`src/rtl/my_pkg.sv`:
```
// rtl/my_pkg.sv - shared button protocol kinds and transmit FSM states
package my_pkg;

   // Button event kinds carried on req_kind_i and kind_o; 2'b11 is not a legal kind.
   typedef enum logic [1:0] {
      IDLE  = 2'b00,
      PRESS = 2'b01,
      HOLD  = 2'b10
   } state_e;

   // Transmit-side waveform generator states.
   typedef enum logic [1:0] {
      S_IDLE   = 2'b00,
      S_ASSERT = 2'b01,
      S_GAP    = 2'b10
   } tx_state_e;

   // True for kinds that produce a waveform.
   function automatic logic kind_is_pulse(input state_e kind);
      return (kind == PRESS) || (kind == HOLD);
   endfunction

endpackage

```
`src/rtl/btn_cycle_timer.sv`:
```
// rtl/btn_cycle_timer.sv - loadable down-counter that stops at zero
module btn_cycle_timer #(
   parameter int CNT_W = 8
) (
   input  logic             clk,
   input  logic             rst_n,
   input  logic             load,
   input  logic [CNT_W-1:0] load_val,
   input  logic             dec,
   output logic             zero
);

   logic [CNT_W-1:0] cnt;

   // Load has priority; decrement saturates at zero so the count never wraps.
   always_ff @(posedge clk or negedge rst_n) begin
      if (!rst_n) begin
         cnt <= '0;
      end else if (load) begin
         cnt <= load_val;
      end else if (dec && (cnt != '0)) begin
         cnt <= cnt - 1'b1;
      end
   end

   assign zero = (cnt == '0);

endmodule

```
`src/rtl/btn_pulse_gen.sv`:
```
// rtl/btn_pulse_gen.sv - turns PRESS/HOLD requests into timed pulses on the button line
module btn_pulse_gen
   import my_pkg::*;
#(
   parameter int PRESS_CYC = 4,
   parameter int HOLD_CYC  = 16,
   parameter int GAP_CYC   = 2,
   parameter int CNT_W     = 8
) (
   input  logic   clk_i,
   input  logic   rst_ni,
   input  logic   req_valid_i,
   output logic   req_ready_o,
   input  state_e req_kind_i,
   output logic   btn_o,
   output state_e kind_o,
   output logic   busy_o,
   output logic   done_o,
   output logic   err_o
);

   // Reject parameter sets that would break the pulse timing at elaboration.
   if ((PRESS_CYC < 1) || (HOLD_CYC <= PRESS_CYC) || (GAP_CYC < 1) ||
       ((2 ** CNT_W) <= HOLD_CYC) || ((2 ** CNT_W) <= GAP_CYC)) begin : g_param_bad
      $fatal(1, "btn_pulse_gen: illegal PRESS_CYC/HOLD_CYC/GAP_CYC/CNT_W combination");
   end

   localparam logic [CNT_W-1:0] PRESS_LOAD = CNT_W'(PRESS_CYC - 1);
   localparam logic [CNT_W-1:0] HOLD_LOAD  = CNT_W'(HOLD_CYC - 1);
   localparam logic [CNT_W-1:0] GAP_LOAD   = CNT_W'(GAP_CYC - 1);

   tx_state_e        state_q, state_d;
   state_e           kind_lat_q, kind_d;
   logic             tmr_load, tmr_dec, tmr_zero;
   logic [CNT_W-1:0] tmr_load_val;
   logic             done_d, err_d;
   logic             btn_q, done_q, err_q;
   state_e           kind_q;

   btn_cycle_timer #(
      .CNT_W (CNT_W)
   ) u_timer (
      .clk      (clk_i),
      .rst_n    (rst_ni),
      .load     (tmr_load),
      .load_val (tmr_load_val),
      .dec      (tmr_dec),
      .zero     (tmr_zero)
   );

   // Next-state, timer control and one-cycle status pulses.
   always_comb begin
      state_d      = state_q;
      kind_d       = kind_lat_q;
      tmr_load     = 1'b0;
      tmr_load_val = '0;
      tmr_dec      = 1'b0;
      done_d       = 1'b0;
      err_d        = 1'b0;
      unique case (state_q)
         S_IDLE: begin
            if (req_valid_i) begin
               if (req_kind_i == PRESS) begin
                  state_d      = S_ASSERT;
                  kind_d       = PRESS;
                  tmr_load     = 1'b1;
                  tmr_load_val = PRESS_LOAD;
               end else if (req_kind_i == HOLD) begin
                  state_d      = S_ASSERT;
                  kind_d       = HOLD;
                  tmr_load     = 1'b1;
                  tmr_load_val = HOLD_LOAD;
               end else begin
                  err_d = !kind_is_pulse(req_kind_i);
               end
            end
         end
         S_ASSERT: begin
            if (tmr_zero) begin
               state_d      = S_GAP;
               tmr_load     = 1'b1;
               tmr_load_val = GAP_LOAD;
            end else begin
               tmr_dec = 1'b1;
            end
         end
         S_GAP: begin
            if (tmr_zero) begin
               state_d = S_IDLE;
               done_d  = 1'b1;
            end else begin
               tmr_dec = 1'b1;
            end
         end
         default: state_d = S_IDLE;
      endcase
   end

   // State register and latched kind.
   always_ff @(posedge clk_i or negedge rst_ni) begin
      if (!rst_ni) begin
         state_q    <= S_IDLE;
         kind_lat_q <= IDLE;
      end else begin
         state_q    <= state_d;
         kind_lat_q <= kind_d;
      end
   end

   // Output flops driven from next state so btn_o and kind_o never glitch.
   always_ff @(posedge clk_i or negedge rst_ni) begin
      if (!rst_ni) begin
         btn_q  <= 1'b0;
         kind_q <= IDLE;
         done_q <= 1'b0;
         err_q  <= 1'b0;
      end else begin
         btn_q  <= (state_d == S_ASSERT);
         kind_q <= (state_d == S_ASSERT) ? kind_d : IDLE;
         done_q <= done_d;
         err_q  <= err_d;
      end
   end

   assign req_ready_o = (state_q == S_IDLE);
   assign busy_o      = (state_q != S_IDLE);
   assign btn_o       = btn_q;
   assign kind_o      = kind_q;
   assign done_o      = done_q;
   assign err_o       = err_q;

endmodule

```
`config.mk`:
```
export PLATFORM = sky130hd
export DESIGN_NAME = btn_pulse_gen
export DESIGN_NICKNAME = d
export VERILOG_FILES = /design/src/rtl/my_pkg.sv /design/src/rtl/btn_cycle_timer.sv /design/src/rtl/btn_pulse_gen.sv
export SDC_FILE = /design/constraint.sdc
export NUM_CORES = 1
export LEC_CHECK = 0
export CORE_ASPECT_RATIO = 1.25
export CORE_MARGIN = 2
export CORE_UTILIZATION = 25
export DETAILED_ROUTE_END_ITERATION = 7
export PLACE_DENSITY = 0.52
export SKIP_CTS_REPAIR_TIMING = 1
export SYNTH_ARGS = -nofsm -noshare
export SYNTH_HDL_FRONTEND = slang
export SYNTH_HIERARCHICAL = 1
export SYNTH_SLANG_ARGS = --single-unit
export TNS_END_PERCENT = 10
```
`constraint.sdc`:
```
create_clock -name clk_i -period 3.5 [get_ports clk_i]
set_clock_uncertainty 0.1 [all_clocks]
set_input_delay 0.7 -clock clk_i [delete_from_list [all_inputs] [get_ports clk_i]]
set_output_delay 0.7 -clock clk_i [all_outputs]
set_load 0.05 [all_outputs]
```
# After elaboration in Yosys (flattened, before gate mapping)
# Index checks and enable logic that the tools add are counted.
[word_totals] out_inout_bits=7 regBits=17 wordCells=52
[op_classes] addsub=1 reduce_logical=9 n_mux=30 n_eq_ne=5
[ops] operator="2-bit 2-to-1 mux" count=10
[ops] operator="8-bit 2-to-1 mux" count=2
[ops] operator="1-bit 2-to-1 mux" count=12
[ops] operator="4-bit 2-to-1 mux" count=3
[ops] operator="8-bit zero test" count=1
[ops] operator="4-bit case mux with 2 select lines" count=1
[ops] operator="8-bit nonzero test" count=1
[ops] operator="8-bit by 1-bit subtractor with 8-bit output, second input constant" count=1
[ops] operator="2-bit by 1-bit == test with 1-bit output, second input constant" count=3
[ops] operator="2-bit case mux with 3 select lines" count=1
[ops] operator="2-bit == test, second input constant" count=2
[ops] operator="2-bit nonzero test" count=2
[ops] operator="2-bit zero test" count=1
[ops] operator="1-bit case mux with 2 select lines" count=1
[ops] operator="2-bit OR reduction" count=1
[ops] operator="1-bit logical AND" count=1
[ops] operator="1-bit zero test" count=1
[ops] operator="1-bit logical OR" count=1

# Logic depth before layout (Yosys ltp)
# Gate-level depths: netlist of the first run.
[depth] ltp_word=7 depth_mapped=9 mapped_depth_nobuf=8

# By module
# Netlist of the first run, hierarchy kept.
[by_module_without_submodules] mod="btn_cycle_timer" seq_area_each_um2=200.2 cells_each=58 area_each_um2=528.0 n_inst=1
[by_module_without_submodules] mod="btn_pulse_gen" seq_area_each_um2=225.2 cells_each=46 area_each_um2=513.0 n_inst=1

# Least setup slack after synthesis of the first run
# OpenSTA, ideal clock, no wires.
[synth_timing] kind="reg-to-reg" start="register state_q[0]" end="register u_timer.cnt[7]" setup_slack_ps=957 n_path_buf=0 synth_period_minus_slack_ps=2543 path_stages_with_launch=9 setup_time_ps=126 t_arrival_ps=2317 path_cell_list="dfrtp_1 -> inv_1 -> ha_1 -> and2_1 -> nor2b_1 -> a21o_1 -> clkinv_1 -> o311a_1 -> a221o_1"
[synth_via] elab_cells_between_ends=9 cone_classes="eq/ne (2); mux (3); reduce/logical (4)"
[synth_rtl] element="from (decl)" line="btn_pulse_gen.sv:32" rtl="tx_state_e state_q, state_d;"
[synth_rtl] element="from (signal assigned)" line="btn_pulse_gen.sv:105" rtl="state_q <= state_d;"
[synth_rtl] element="2-bit zero test (*)"
[synth_rtl] element="via req_ready_o" line="btn_pulse_gen.sv:13" rtl="output logic req_ready_o,"
[synth_rtl] element="1-bit case mux with 2 select lines (*)" line="btn_pulse_gen.sv:60" rtl="unique case (state_q)"
[synth_rtl] element="via tmr_load" line="btn_pulse_gen.sv:34" rtl="logic tmr_load, tmr_dec, tmr_zero;"
[synth_rtl] element="8-bit 2-to-1 mux / 2-bit nonzero test (equally long branches)"
[synth_rtl] element="to (signal assigned)" line="btn_cycle_timer.sv:20" rtl="cnt <= load_val;"
[synth_rtl] element="to (signal assigned)" line="btn_cycle_timer.sv:22" rtl="cnt <= cnt - 1'b1;"
[synth_rtl] element="to (decl)" line="btn_cycle_timer.sv:13" rtl="logic [CNT_W-1:0] cnt;"
# The timed path passes the listed nets; every way through them passes the cells marked *.
# A chain may end at the register's enable or synchronous reset.

# Final worst setup path of the first run
[layout_timing] start="register state_q[0]" end="output busy_o"
[layout_via] elab_chain_cells=1
[layout_lines] element="2-bit nonzero test" line="btn_pulse_gen.sv:126" rtl="assign busy_o = (state_q != S_IDLE);"
[layout_lines] element="to (decl)" line="btn_pulse_gen.sv:17" rtl="output logic busy_o,"
# No other way between the ends.

==> flow_metrics.tcl, run 1 <==
set metrics [dict create \
    outcome "completed" \
    start_util_pct 25.8 \
    fp.coreArea_um2 4030 \
    seq_power_share_pct 30.9 \
    ios 12 \
    worst-r2r-cell-count 9 \
    ys_types 41 \
    synth_top_area_share_pct 40.9 \
    drtAntennaViolNets 0 \
    worstHoldPathType "flip-flop to flip-flop" \
    io_buffers 11 \
    path_class "flip-flop to primary output" \
    combPwrFrac_pct 55.8 \
    detail_route.drc_violations 0 \
    fill_cells 447 \
    num_antenna_cells 0 \
    critPathArrivalTime_ps 2010 \
    wirelength_um 2290 \
    timing.final.max_slew_violations 0 \
    total_power_mw 1.12 \
    synth_edf_count 0 \
    grt_pass1_vias 892 \
    die_h_um 76.1 \
    setup_ws_ps 693 \
    netlist_top_cells_count "dfrtp_1 (17), ha_1 (9), inv_1 (8), a21oi_1 (6), nor2b_1 (6)" \
    dpl.hpwl_um 1650 \
    grt_overflow_total 0 \
    grt_max_degree 18 \
    num_rows 26 \
    r2r_slack_ps 690 \
    cts_sinks 17 \
    place_ws_ps 649 \
    power_density_nw_per_um2 875 \
    finalCriticalPeriod_ps 2810 \
    die-area_um2 4700 \
    root_buffer "clkbuf_8" \
    async_flop_share_pct 100 \
    clk_latency_ps 250 \
    synth_area_leaders "dfrtp_1 (41%), ha_1 (11%), nor2b_1 (3.6%)" \
    end_kind "primary output" \
    drt_iter0_drc 15 \
    synth_area_leader_cell "dfrtp_1" \
    hold_depth 1 \
    irDropWorstVdd_v 0.000358 \
    holdWs_ps 400 \
    ys_ff_latch 17 \
    worst_r2r_endpoint "u_timer/cnt[7]$_DFFE_PN0P_" \
    yosysMostFrequentCell "dfrtp_1" \
    start_kind "flip-flop" \
    maxCapViolations 0 \
    antenna_found_initial 0 \
    grtUsageTotal_pct 10.8 \
    num_vias 839 \
    syn_avg_cell_area_um2 10.0 \
    sw_frac_of_total_pct 46.4 \
    path_clk_slew_ps 70 \
    synth_seq_area_share_pct 40.9 \
    synth_area_um2 1040 \
    min_to "kind_lat_q[0]$_DFF_PN0_" \
    finalSetupTns_ps 0 \
    die_w_um 61.7 \
    synthesis.instances 104 \
    p_leak_nw 0.569 \
    area_delta_synth_final_pct 23.4 \
    ys.flop_type "dfrtp_1" \
    critPathMaxFanout 7 \
    wl_per_cell_um 12.9 \
    relSlewSlack_pct 45.9 \
    htreeDepth 1 \
    gp_congestion 0.753 \
    cts_buffers 3 \
    drive_above_1_share_pct 10.7 \
    first_pass_iters 4 \
    fmaxAchievable_ghz 0.356 \
    setup_violations 0 \
    nNetsFinal 137 \
    period_share_pct 80.2 \
    grt_pass1_wl_um 3930 \
    timing.rr.start "u_timer/cnt[0]$_DFFE_PN0P_" \
    vias_per_cell 4.71 \
    p_int_mw 0.602 \
    tightest_slew_ps 809 \
    switchingPower_mw 0.521 \
    multi_input_area_um2 584 \
    cts_tree "done" \
    hp-start "kind_lat_q[0]$_DFF_PN0_" \
    hold_viol_final 0 \
    clock_path_buffers 2 \
    clkPwrFrac_pct 13.3 \
    regArea_um2 425 \
    rsz0062_at_grt "no" \
    ys_warn_count 6 \
    required_ps 2700 \
]
## power groups by stage
stage	registers [mW]	clock network (mW)	logic [mW]
2_1_floorplan	0.394	0	0.413
3_3_place_gp	0.347	0	0.610
3_5_place_dp	0.351	0	0.622
4_1_cts	0.347	0.158	0.629
5_1_grt	0.360	0.163	0.688
6_report	0.348	0.149	0.627
## worst max-delay path by stage
stage,startpoint,to,cells past startpoint
final,state_q[0]$_DFF_PN0_,busy_o,4
after global routing,u_timer/cnt[0]$_DFFE_PN0P_,u_timer/cnt[3]$_DFFE_PN0P_,9
after CTS,state_q[1]$_DFF_PN0_,busy_o,4
after detailed placement,req_kind_i[0],u_timer/cnt[7]$_DFFE_PN0P_,8
after global placement,req_kind_i[0],u_timer/cnt[7]$_DFFE_PN0P_,8
after floorplan,state_q[0]$_DFF_PN0_,u_timer/cnt[7]$_DFFE_PN0P_,8
## sequential cells by signal (all words and copies together) (netlist names)
name and cells:
u_timer/cnt 8, btn_o 1, kind_lat_q 2, err_o 1, kind_o 2, state_q 2
done_o 1
## stage by stage
| step | std cells | utilization, % | area (µm²) |
|---|---|---|---|
| after global placement | 174 | 30.7 | 1240 |
| final | 178 | 31.9 | 1280 |
| after floorplan | 107 | - | 1050 |
| after detailed placement | 174 | 30.7 | 1240 |
| after global routing | 178 | 31.9 | 1280 |
| after CTS | 178 | 31.9 | 1280 |
## cell families (layout without fill, tap and decap cells)
logic type                 count (synthesis)  count (layout)  synth area share [%]
DFF                                       17              17                  40.9
AOI/OAI and AO/OA                         29              29                  22.5
adders and majority gates                  9               9                  10.8
and+or+nand+nor                           37              37                  21.4
other                                      1               4                 0.360
buffers and inverters                     11              26                  4.09
## cell usage in the layout (no fill, tap or decap), types with 2 or more instances in the layout
cell type,count
nor3b_1,3
o21ai_0,3
conb_1,4
and2_1,2
nor2_1,5
a221o_1,2
dfrtp_1,17
nor3_1,3
a21o_1,2
nand4_1,2
nor2b_1,6
or4_1,3
clkdlybuf4s50_1,11
inv_1,8
nand2_1,3
nand3_1,3
a21oi_1,6
buf_4,2
and3_2,2
a31oi_1,2
ha_1,9
clkbuf_8,3
## worst max-delay path: stages, from the launching register on
cell and delay (ps):
dfrtp_1 370, inv_1 110, ha_1 310, inv_1 150, clkdlybuf4s50_1 820
## metal layers
metal,wire length (µm),track usage (%)
met1,1030,14.5
met2,1190,17.4
met3,57,2.04
met4,17,2.55
met5,0,0
## layout make-up
| cell class | instances | share of cell area [%] |
|---|---|---|
| tap | 56 | 5.45 |
| multi-input combinational | 79 | 45.5 |
| inverter | 9 | 2.63 |
| timing repair buffer | 13 | 9.74 |
| sequential | 17 | 33.1 |
| clock inverter | 1 | 0.389 |
| clock buffer | 3 | 3.21 |
No activity file was read; power rests on OpenSTA's default activity.
==> run 2: changes to the inputs <==
--- a/config.mk
+++ b/config.mk
@@ -9,7 +9,7 @@
 export CORE_MARGIN = 2
 export CORE_UTILIZATION = 25
 export DETAILED_ROUTE_END_ITERATION = 7
-export PLACE_DENSITY = 0.52
+export PLACE_DENSITY = 0.53
 export SKIP_CTS_REPAIR_TIMING = 1
 export SYNTH_ARGS = -nofsm -noshare
 export SYNTH_HDL_FRONTEND = slang
==> constraint.sdc (replaced) <==
create_clock -name clk_i -period 2.5 [get_ports clk_i]
set_clock_uncertainty 0.1 [all_clocks]
set_input_delay 0.5 -clock clk_i [delete_from_list [all_inputs] [get_ports clk_i]]
set_output_delay 0.5 -clock clk_i [all_outputs]
set_load 0.05 [all_outputs]
==> flow_metrics.tcl, run 2 (synthesized netlist as in run 1, its figures left out) <==
set metrics [dict create \
    setup_violations 0 \
    min_to "kind_lat_q[0]$_DFF_PN0_" \
    io_buffers 11 \
    top_register "u_timer/cnt" \
    grt_pass1_vias 939 \
    path_clk_slew_ps 70 \
    grt_pass1_wl_um 4290 \
    worst_r2r_endpoint "u_timer/cnt[5]$_DFFE_PN0P_" \
    worstPathCellList "inv_1 > ha_1 > or3b_2 > nor2_2 > a21o_1 > buf_4 > nor3_1 > a221o_1" \
    maxCapViolations 0 \
    grt_overflow_total 0 \
    slowest_stage "or3b_2" \
    nNetsFinal 149 \
    relSlewSlack_pct 53.2 \
    drt_iter0_drc 24 \
    worstHoldPathType "flip-flop to flip-flop" \
    vias_per_cell 4.75 \
    detail_route.drc_violations 0 \
    critPathMaxFanout 9 \
    required_ps 2530 \
    num_antenna_cells 0 \
    power_density_nw_per_um2 1210 \
    period_share_pct 93.8 \
    end_kind "flip-flop" \
    final_common_cell "dfrtp_1" \
    irDropWorstVdd_v 0.000532 \
    hold_depth 1 \
    final_area_um2 1380 \
    fp.coreArea_um2 4030 \
    grtUsageTotal_pct 11.8 \
    dp_cells 185 \
    largest_register_ffs 8 \
    dpl-instance-area_um2 1320 \
    critPathArrivalTime_ps 2380 \
    num_vias 903 \
    clock_path_buffers 2 \
    grt_max_degree 18 \
    timing.rr.start "u_timer/cnt[1]$_DFFE_PN0P_" \
    finalSetupTns_ps 0 \
    crit_buf_inv 2 \
    clk_latency_ps 250 \
    die-area_um2 4700 \
    ios 12 \
    cts_sinks 17 \
    root_buffer "clkbuf_8" \
    cpPeakStageDelay_ps 490 \
    wl_per_cell_um 12.7 \
    drtAntennaViolNets 0 \
    start_util_pct 25.8 \
    wirelength_um 2410 \
    antenna_found_initial 0 \
    cts_tree "done" \
    timing.final.max_slew_violations 0 \
    dpl.hpwl_um 1810 \
    layout_common_cells "dfrtp_1 (17), buf_4 (16), clkdlybuf4s50_1 (9)" \
    tightest_slew_ps 700 \
    fmaxAchievable_ghz 0.426 \
    cp_top_family "simple AND/OR/NAND/NOR gates" \
    num_rows 26 \
    setup_ws_ps 155 \
    cts_buffers 3 \
    die_w_um 61.7 \
    area_delta_synth_final_pct 32.3 \
    drive_above_1_share_pct 22.4 \
    hp-start "kind_lat_q[0]$_DFF_PN0_" \
    r2r_slack_ps 150 \
    place_ws_ps 7.98 \
    die_h_um 76.1 \
    gp_congestion 0.788 \
    finalCriticalPeriod_ps 2350 \
    outcome "completed" \
    start_kind "flip-flop" \
    worst-r2r-cell-count 8 \
    rsz0062_at_grt "no" \
    first_pass_iters 4 \
    htreeDepth 1 \
    hold_viol_final 0 \
    path_class "flip-flop to flip-flop" \
    layout.cells.non_filler 190 \
    p_leak_nw 0.629 \
]
-- run 2: cell types whose count changed in the layout (fill, tap and decap cells not counted), sizes merged --
cell,delta
clkdlybuf4s50,-2
buf,+14
-- run 2: through the flow --
| step | power, mW | hold WS [ps] | utilization (%) |
|---|---|---|---|
| 6_report | 1.67 | 412 | 34.2 |
| 5_1_grt | 1.80 | 440 | 34.2 |
| 2_1_floorplan | 1.13 | 104 | - |
| 3_3_place_gp | 1.42 | 383 | 32.7 |
| 4_1_cts | 1.66 | 416 | 33.8 |
| 3_5_place_dp | 1.45 | 401 | 32.7 |
-- run 2: power by group --
group / leakage [nW] / switching, mW / total (mW) / internal [mW]
Sequential: 0.213 / 0.0862 / 0.478 / 0.392
Clock: 0.0255 / 0.0979 / 0.209 / 0.111
Combinational: 0.390 / 0.569 / 0.987 / 0.418
Total: 0.629 / 0.753 / 1.67 / 0.921
-- run 2: layout make-up --
cell class                 instances  area, µm²
fill                             446       2660
multi-input combinational         79        592
sequential                        17        425
timing repair buffer              25        210
tap                               56       70.1
clock buffer                       3       41.3
inverter                           9       33.8
clock inverter                     1       5.00
-- run 2: per-layer routing --
layer  global-route usage (%)  wire length [µm]
met2                     18.3              1210
met3                     2.55                63
met5                        0                 0
met1                     15.7              1110
met4                     4.47                27
-- run 2: worst max-delay path by stage --
stage                                     from                          to  slack, ps  depth (start not counted)
global placement                 req_kind_i[0]  u_timer/cnt[5]$_DFFE_PN0P_         50                          8
finish              u_timer/cnt[1]$_DFFE_PN0P_  u_timer/cnt[5]$_DFFE_PN0P_        150                          8
floorplan           u_timer/cnt[0]$_DFFE_PN0P_  u_timer/cnt[7]$_DFFE_PN0P_         50                          8
CTS                 u_timer/cnt[0]$_DFFE_PN0P_  u_timer/cnt[5]$_DFFE_PN0P_         70                          8
detailed placement               req_kind_i[0]  u_timer/cnt[5]$_DFFE_PN0P_          8                          8
global route        u_timer/cnt[1]$_DFFE_PN0P_  u_timer/cnt[3]$_DFFE_PN0P_         20                          8
==> run 3: changes to the inputs <==
--- a/config.mk
+++ b/config.mk
@@ -9,6 +9,7 @@
 export CORE_MARGIN = 2
 export CORE_UTILIZATION = 25
 export DETAILED_ROUTE_END_ITERATION = 7
+export GPL_TIMING_DRIVEN = 0
 export PLACE_DENSITY = 0.53
 export SKIP_CTS_REPAIR_TIMING = 1
 export SYNTH_ARGS = -nofsm -noshare
==> flow_metrics.tcl, run 3 (synthesized netlist as in run 1, its figures left out) <==
set metrics [dict create \
    drt_iter0_drc 43 \
    setup_violations 0 \
    grt_pass1_wl_um 3670 \
    layout_common_cells "dfrtp_1 (17), clkdlybuf4s50_1 (9), inv_1 (7), ha_1 (7), a21oi_1 (6)" \
    cts_buffers 3 \
    dpl.hpwl_um 1660 \
    holdWs_ps 393 \
    required_ps 2540 \
    area_delta_synth_final_pct 29.7 \
    p_leak_nw 0.599 \
    final_common_cell "dfrtp_1" \
    fill_cells 428 \
    top_register "u_timer/cnt" \
    nNetsFinal 140 \
    power_density_nw_per_um2 1220 \
    start_kind "flip-flop" \
    num_rows 26 \
    fmaxAchievable_ghz 0.412 \
    setup_ws_ps 75.0 \
    finalCriticalPeriod_ps 2430 \
    wirelength_um 2350 \
    grt_pass1_vias 800 \
    gp_congestion 0.792 \
    path_class "flip-flop to flip-flop" \
    grt_max_degree 18 \
    cts_sinks 17 \
    first_pass_iters 4 \
    root_buffer "clkbuf_8" \
    die_h_um 76.1 \
    place_ws_ps -343 \
    ios 12 \
    wl_per_cell_um 13.0 \
    clkPwrFrac_pct 12.5 \
    switchingPower_mw 0.746 \
    final_area_um2 1350 \
    worstPathCellList "or4_1 > buf_2 > nor2_4 > a21o_4 > clkinvlp_4 > o311a_1 > a221o_1" \
    critPathArrivalTime_ps 2460 \
    clk_latency_ps 250 \
    hold_viol_final 0 \
    seq_power_share_pct 30.1 \
    slowest_stage "or4_1" \
    num_vias 861 \
    htreeDepth 1 \
    sw_frac_of_total_pct 45.4 \
    die-area_um2 4700 \
    combPwrFrac_pct 57.4 \
    cts_tree "done" \
    die_w_um 61.7 \
    dpl-instance-area_um2 1230 \
    worstHoldPathType "flip-flop to flip-flop" \
    end_kind "flip-flop" \
    finish.utilization_pct 33.5 \
    outcome "completed" \
    relSlewSlack_pct 48.0 \
    drive_above_1_share_pct 20.0 \
    timing.final.max_slew_violations 0 \
    largest_register_ffs 8 \
    start_util_pct 25.8 \
    p_int_mw 0.896 \
    layout.cells.non_filler 181 \
    antenna_found_initial 0 \
    fp.coreArea_um2 4030 \
    irDropWorstVdd_v 0.000468 \
    dp_cells 174 \
    num_antenna_cells 0 \
    drtAntennaViolNets 0 \
    maxCapViolations 0 \
    cpPeakStageDelay_ps 510 \
    period_share_pct 97.0 \
    io_buffers 11 \
    grtUsageTotal_pct 10.2 \
    critPathMaxFanout 9 \
    path_clk_slew_ps 70 \
    detail_route.drc_violations 0 \
    vias_per_cell 4.76 \
    tightest_slew_ps 778 \
    grt_overflow_total 0 \
    clock_path_buffers 2 \
]
## run 3: layout make-up
type	count	area (µm²)	share of cell area [%]
plain buffers	2	10.0	0.741
clock buffers	3	41.3	3.06
clock inverters	1	5.00	0.371
inverters	9	37.5	2.78
multi-input cells	79	623	46.2
flip-flops and latches	17	425	31.5
well taps	56	70.1	5.19
repair buffers	14	138	10.2
## run 3: worst paths after layout
kind                                                 start                          to  slack (ps)  cells past startpoint
worst min register to register     kind_lat_q[0]$_DFF_PN0_     kind_lat_q[0]$_DFF_PN0_         390                      1
worst max register to register  u_timer/cnt[2]$_DFFE_PN0P_  u_timer/cnt[7]$_DFFE_PN0P_          70                      7
min in group asynchronous                           rst_ni  u_timer/cnt[1]$_DFFE_PN0P_         600                      1
worst max-delay path            u_timer/cnt[2]$_DFFE_PN0P_  u_timer/cnt[7]$_DFFE_PN0P_          70                      7
max in group asynchronous                           rst_ni  u_timer/cnt[2]$_DFFE_PN0P_        1210                      1
worst min-delay path               kind_lat_q[0]$_DFF_PN0_     kind_lat_q[0]$_DFF_PN0_         390                      1
## run 3: critical path: cells and delay by family, from the launching register on
| family | cells | cell delay, ps |
|---|---|---|
| flip-flops | 1 | 450 |
| AND/OR/NAND/NOR | 2 | 770 |
| buffers and inverters | 2 | 350 |
| AO/OA/AOI/OAI | 3 | 640 |
## run 3: power groups by stage
stage	Clock (mW)	Combinational, mW	Sequential, mW
after floorplan	0	0.583	0.551
after global placement	0	0.853	0.484
after detailed placement	0	0.873	0.490
after CTS	0.217	0.878	0.484
after global routing	0.229	1.03	0.505
final	0.206	0.943	0.493
## run 3: metal layers
layer	share of wire (%)	vias up	GRT usage, %
li1	-	427	-
met1	45	421	14.2
met2	51	11	14.8
met3	3.1	2	2.55
met4	0.98	0	3.83
met5	0	-	0
## run 3: through the flow
step | total power, mW | setup TNS (ps)
after floorplan | 1.13 | 0
after global placement | 1.34 | -1390
after detailed placement | 1.36 | -1720
after CTS | 1.58 | -2040
after global routing | 1.77 | -4.34
final | 1.64 | 0
